==> src/rtl/cg_tlb_fa_refill.sv <==
// cg_tlb_fa_refill: fully-associative Sv39-style TLB with one-outstanding PTW refill and selective flush
module cg_tlb_fa_refill #(
    parameter int VADDR_WIDTH  = 39,
    parameter int PADDR_WIDTH  = 56,
    parameter int OFFSET_WIDTH = 12,
    parameter int ASID_WIDTH   = 16,
    parameter int ENTRY_NUM    = 16,
    parameter int LEVELS       = 3,
    parameter int VPN_SEG      = 9,
    parameter int VPN_W        = VADDR_WIDTH - OFFSET_WIDTH,
    parameter int PPN_W        = PADDR_WIDTH - OFFSET_WIDTH,
    parameter int LVL_W        = (LEVELS > 1) ? $clog2(LEVELS) : 1
) (
    input  logic                   i_clk,
    input  logic                   i_rstn,
    input  logic                   i_vaddr_valid,
    input  logic [VADDR_WIDTH-1:0] i_vaddr,
    input  logic [ASID_WIDTH-1:0]  i_asid,
    output logic                   o_paddr_valid,
    output logic [PADDR_WIDTH-1:0] o_paddr,
    output logic                   o_tlb_miss,
    output logic                   o_miss_req_valid,
    output logic [VPN_W-1:0]       o_miss_req_vpn,
    output logic [ASID_WIDTH-1:0]  o_miss_req_asid,
    input  logic                   i_miss_req_ready,
    input  logic                   i_refill_valid,
    input  logic [PPN_W-1:0]       i_refill_ppn,
    input  logic [LVL_W-1:0]       i_refill_level,
    input  logic                   i_refill_global,
    input  logic                   i_refill_fault,
    output logic                   o_fault,
    input  logic                   i_flush_valid,
    input  logic                   i_flush_vaddr_en,
    input  logic                   i_flush_asid_en,
    input  logic [VADDR_WIDTH-1:0] i_flush_vaddr,
    input  logic [ASID_WIDTH-1:0]  i_flush_asid,
    output logic                   o_busy
);
    localparam int IW = $clog2(ENTRY_NUM);

    typedef enum logic [1:0] {S_IDLE, S_REQ, S_WAIT} state_t;

    state_t state, state_n;
    logic drop;
    logic [IW-1:0] rr;
    logic [ENTRY_NUM-1:0] e_val, e_glb;
    logic [VPN_W-1:0] e_vpn [ENTRY_NUM];
    logic [ASID_WIDTH-1:0] e_asid [ENTRY_NUM];
    logic [PPN_W-1:0] e_ppn [ENTRY_NUM];
    logic [LVL_W-1:0] e_lvl [ENTRY_NUM];

    logic [ENTRY_NUM-1:0] lk_m, rq_m, fl_m;
    logic [IW-1:0] hit_idx, rq_idx, inv_idx, victim;
    logic hit, use_rr, install;
    logic [VPN_W-1:0] lk_vpn, fl_vpn;
    logic [PPN_W-1:0] lo;
    logic [PADDR_WIDTH-1:0] pa;
    logic unused_ok;

    // VPN bits at or above the entry's level take part in the compare; lower bits pass through
    function automatic logic [VPN_W-1:0] hi_mask(input logic [LVL_W-1:0] l);
        for (int b = 0; b < VPN_W; b++) hi_mask[b] = (b >= int'(l) * VPN_SEG);
    endfunction

    assign lk_vpn    = i_vaddr[VADDR_WIDTH-1:OFFSET_WIDTH];
    assign fl_vpn    = i_flush_vaddr[VADDR_WIDTH-1:OFFSET_WIDTH];
    assign unused_ok = ^i_flush_vaddr[OFFSET_WIDTH-1:0];

    always_comb begin
        lk_m    = '0;
        rq_m    = '0;
        fl_m    = '0;
        hit_idx = '0;
        rq_idx  = '0;
        inv_idx = '0;
        for (int i = ENTRY_NUM - 1; i >= 0; i--) begin
            lk_m[i] = e_val[i] & (e_glb[i] | (e_asid[i] == i_asid))
                    & (((e_vpn[i] ^ lk_vpn) & hi_mask(e_lvl[i])) == '0);
            rq_m[i] = e_val[i] & (e_glb[i] | (e_asid[i] == o_miss_req_asid))
                    & (((e_vpn[i] ^ o_miss_req_vpn) & hi_mask(e_lvl[i])) == '0);
            fl_m[i] = (~i_flush_vaddr_en | (((e_vpn[i] ^ fl_vpn) & hi_mask(e_lvl[i])) == '0))
                    & (~i_flush_asid_en | ((e_asid[i] == i_flush_asid) & ~e_glb[i]));
            if (lk_m[i]) hit_idx = IW'(i);
            if (rq_m[i]) rq_idx = IW'(i);
            if (!e_val[i]) inv_idx = IW'(i);
        end
    end

    assign hit     = |lk_m;
    assign use_rr  = ~|rq_m & (&e_val);
    assign victim  = |rq_m ? rq_idx : use_rr ? rr : inv_idx;
    assign install = (state == S_WAIT) & i_refill_valid & ~i_refill_fault & ~drop & ~i_flush_valid;
    assign lo      = {{(PPN_W - VPN_W){1'b0}}, ~hi_mask(e_lvl[hit_idx])};
    assign pa      = {(e_ppn[hit_idx] & ~lo) | ({{(PPN_W - VPN_W){1'b0}}, lk_vpn} & lo),
                      i_vaddr[OFFSET_WIDTH-1:0]};

    always_comb begin
        state_n = state == S_IDLE ? ((i_vaddr_valid & ~hit) ? S_REQ : S_IDLE) :
                  state == S_REQ  ? (i_miss_req_ready ? S_WAIT : S_REQ) :
                  state == S_WAIT ? (i_refill_valid ? S_IDLE : S_WAIT) : S_IDLE;
        o_miss_req_valid = state == S_REQ;
        o_busy = state != S_IDLE;
    end

    always_ff @(posedge i_clk or negedge i_rstn) begin
        if (!i_rstn) begin
            state           <= S_IDLE;
            drop            <= 1'b0;
            rr              <= '0;
            e_val           <= '0;
            o_miss_req_vpn  <= '0;
            o_miss_req_asid <= '0;
            o_paddr_valid   <= 1'b0;
            o_tlb_miss      <= 1'b0;
            o_paddr         <= '0;
            o_fault         <= 1'b0;
        end else begin
            state         <= state_n;
            drop          <= (state_n != S_IDLE) & (drop | ((state != S_IDLE) & i_flush_valid));
            o_paddr_valid <= i_vaddr_valid & hit;
            o_tlb_miss    <= i_vaddr_valid & ~hit;
            o_fault       <= (state == S_WAIT) & i_refill_valid & i_refill_fault;
            if (i_vaddr_valid & hit) o_paddr <= pa;
            if ((state == S_IDLE) & i_vaddr_valid & ~hit) begin
                o_miss_req_vpn  <= lk_vpn;
                o_miss_req_asid <= i_asid;
            end
            if (install & use_rr) rr <= rr + 1'b1;
            if (i_flush_valid) e_val <= e_val & ~fl_m;
            if (install) e_val[victim] <= 1'b1;
        end
    end

    always_ff @(posedge i_clk) begin
        if (install) begin
            e_vpn[victim]  <= o_miss_req_vpn;
            e_asid[victim] <= o_miss_req_asid;
            e_ppn[victim]  <= i_refill_ppn;
            e_lvl[victim]  <= i_refill_level;
            e_glb[victim]  <= i_refill_global;
        end
    end
endmodule

==> config.mk <==
export PLATFORM = sky130hd
export DESIGN_NAME = cg_tlb_fa_refill
export DESIGN_NICKNAME = d
export VERILOG_FILES = /design/src/rtl/cg_tlb_fa_refill.sv
export SDC_FILE = /design/constraint.sdc
export NUM_CORES = 2
export LEC_CHECK = 0
export BUFFER_PORTS_ARGS = -buffer_cell sky130_fd_sc_hd__buf_2
export CORE_AREA = 10 10 457 415
export DETAILED_ROUTE_END_ITERATION = 12
export DIE_AREA = 0 0 467 425
export HOLD_SLACK_MARGIN = 0.06
export PLACE_DENSITY = 0.59
export SETUP_SLACK_MARGIN = 0.1
export SLEW_MARGIN = 15
export SYNTH_ARGS = -nofsm -noshare
export SYNTH_HDL_FRONTEND = slang
export SYNTH_SLANG_ARGS = --single-unit
==> constraint.sdc <==
create_clock -name i_clk -period 13.5 [get_ports i_clk]
set_input_delay 2.7 -clock i_clk [delete_from_list [all_inputs] [get_ports i_clk]]
set_output_delay 2.7 -clock i_clk [all_outputs]
set_load 0.1 [all_outputs]
==> results.toml <==
[power]
ir_worst_vdd_v = 0.000161
combPwrFrac_pct = 26.2
power_mw = 14.3
p_int_mw = 9.37
power_switching_mw = 4.93
p_leak_nw = 29.6
powerDensity_nw_per_um2 = 160
switching_share_pct = 34.5
p_seq_share_pct = 41.1
clockPowerShare_pct = 32.7

[place]
placed_cells = 8342
port_buffers = 257
gp_congestion = 0.956
pre_cts_ws_ns = 4.10
dp_hpwl_mm = 161

[critical_path]
rr_worst_depth = 16
path_max_fanout = 108
cp_num_buf_inv = 4
worstPathArrival_ns = 9.38
cp_cell_sequence = "buf_2 > xnor2_1 > nand4_1 > nor4_1 > o21ai_1 > nor4_2 > o211ai_1 > a211o_2 > a21oi_4 > buf_12 > buf_4 > buf_4 > mux4_2 > a22oi_1 > o211ai_1 > o21ai_1 > o21ai_1"
cp.required_ns = 14.18
reg2reg_slack_ns = 5.71
cp_slowest_cell = "nor4_1"
crit_family = "buffers and inverters"
max_stage_delay_ns = 0.93
crit_path_start_kind = "input port"
reg2reg_to = "e_ppn[5][22]$_DFFE_PP_"
cpMostUsedCell = "o21ai_1"
path_class = "in -> reg"
r2r-start = "o_miss_req_vpn[3]$_DFFE_PN0P_"
cp-end-kind = "register"

[clock_network]
cts_resized = 0
cts_tree = "built"
cts_buffers = 170
postCtsHoldBufs = 0
clk_pin_slew_ns = 0.06
clk_latency_ns = 0.84
root_buffer = "clkbuf_16"
post_cts_buffers = 0
cts_num_sinks = 1565
cts.path.max_buffers = 3
h-tree-depth = 4

[detailed_routing]
dr.pass1.iters = 6
vias = 51069
drt-total-wl_mm = 267
via_per_inst = 5.89
drt_iter0_drc = 5589
drc_errors = 0
drtAntennaViolNets = 0
detail_route.wl_per_cell_um = 30.8

[floorplan]
coreArea_sq_um = 180000
io_pins = 270
die_h_um = 425
row_count = 148
die_x_um = 467
initial_core_util_pct = 44.7
die-area_sq_um = 198000

[global_routing]
grt_max_degree = 134
overflow = 0
antenna_found_initial = 32
track_usage_pct = 26.2
first_global_vias = 49825
grt_pass1_wl_mm = 377

[timing]
hold_viol = 0
slew_headroom_pct = 15.9
setup_tns_ns = 0
setup_ws_ns = 4.80
setup_viol = 0
clock.fmax_mhz = 115
grt_setup_unrepaired = "no"
drv_slew = 0
period_minus_slack_ns = 8.70
worstMarginPinSlew_ns = 1.25
finalClockSkew_ns = 0.0566
fin_crit_sh_pct = 64.5

[synth]
yosys-top-cells-count = "1440 x edfxtp_1, 1166 x xor2_1, 901 x xnor2_1"
syn_nets = 6101
async_reset_ff_share_pct = 7.99
synth_compound_area_share_pct = 4.88
synthDistinctLibCells = 87
syn_avg_cell_area_sq_um = 13.6
ys_seq_area_share_pct = 57.6
synth.top_cell.area_share_pct = 53.7
synth_top_family_by_area = "XOR/XNOR gates"
synth_xor_area_share_pct = 22.5
synth_most_common_cell = "edfxtp_1"
synthAdderAreaFrac_pct = 0.0156
yosys_register_bits = 1565
yosys-mux-area-fraction_pct = 5.56
netlist_instances = 5934
yosys_warnings = 0
synth_edf_count = 1440
synth_ff_type = "edfxtp_1"
synth_area_leader_cell = "edfxtp_1"
synth_area_sq_um = 80500
synthTopCellsByArea = "edfxtp_1 54%, xor2_1 13%, xnor2_1 9.8%"
synthSimpleGateAreaFrac_pct = 6.68

[min_path]
hp-class = "reg -> reg"
min_from = "o_paddr[10]$_DFFE_PN0P_"
holdPathEnd = "o_paddr[10]$_DFFE_PN0P_"
hold_path_depth = 2

[final_layout]
layout-drive-gt1-share_pct = 12.5
fillerInstances = 15461
fin_nets = 6282
syn2layout_area_growth_pct = 11.2
stdcell_count = 8669
fin_util_pct = 49.8
multi_input_area_sq_um = 32000
register_area_sq_um = 46400

[flow_run]
max-cap-violations = 0

[status]
status = "completed"
==> cell families after synthesis <==
logic type | count (synthesis)
DFF | 1565
adders and majority gates | 1
xor gates and xnor gates | 2067
buffers and inverters | 397
AOI/OAI and AO/OA | 553
and+or+nand+nor | 945
muxes | 406
==> how the worst max path moves through the flow <==
stage	depth (start not counted)	startpoint	to
after global routing	17	i_asid[10]	o_paddr[21]$_DFFE_PN0P_
after floorplan	13	o_miss_req_vpn[8]$_DFFE_PN0P_	e_asid[10][0]$_DFFE_PP_
after detailed placement	16	i_asid[0]	o_paddr[12]$_DFFE_PN0P_
after CTS	16	i_asid[0]	o_paddr[12]$_DFFE_PN0P_
final	17	i_asid[11]	o_paddr[21]$_DFFE_PN0P_
after global placement	16	i_asid[0]	o_paddr[12]$_DFFE_PN0P_
==> sequential cells by signal, summed over array words and instances, names as in the netlist <==
register	cells
rr	4
o_paddr	56
o_paddr_valid	1
e_glb	16
o_miss_req_vpn	27
o_fault	1
e_val	16
e_asid	256
o_tlb_miss	1
e_lvl	32
e_ppn	704
state	2
drop	1
e_vpn	432
o_miss_req_asid	16
==> per-layer routing <==
metal / GRT usage, % / up-vias / share of wire, %
met3: 5.10 / 620 / 8.4
met2: 40.6 / 2340 / 45
met1: 35.8 / 25916 / 42
li1: - / 22169 / -
met5: 0 / - / 0.055
met4: 11.4 / 24 / 4.7
==> stage by stage <==
stage | hold slack, ns | area (sq um)
after CTS | 0.472 | 89400
after floorplan | 0.437 | 80500
after global placement | 0.457 | 83800
after global routing | 0.488 | 89500
after detailed placement | 0.459 | 83800
final | 0.466 | 89500
==> worst min-delay path, stage by stage, from the launching register on <==
cell and delay (ns):
dfrtp_1 0.33, nand2_1 0.05, nand2_1 0.05
==> power by group through the flow <==
stage          clock (mW)  sequential, mW  combinational, mW
2_1_floorplan           0            6.88               1.71
3_3_place_gp            0            5.97               3.70
3_5_place_dp            0            5.97               3.72
4_1_cts              4.75            5.87               3.73
5_1_grt              4.96            5.88               3.91
6_report             4.68            5.87               3.74
==> cells in the final DEF, fill, tap and decap left out, types with 77 or more instances in the layout <==
master	n
buf_2	256
nand4_1	214
nor2b_1	77
mux2i_1	332
nand2_1	143
buf_4	128
clkbuf_16	173
a211oi_1	142
edfxtp_1	1440
xor2_1	1166
nor4_1	290
dfrtp_1	90
xnor2_1	901
==> cell type report <==
cell class / count / area share (%)
repair buffers: 389 / 2.62
flip-flops and latches: 1565 / 51.9
clock inverters: 81 / 1.04
clock buffers: 238 / 5.22
diodes: 7 / 0.0196
inverters: 17 / 0.0713
multi-input cells: 3972 / 35.8
well taps: 2400 / 3.36
Power figures use the tool's default switching activity.
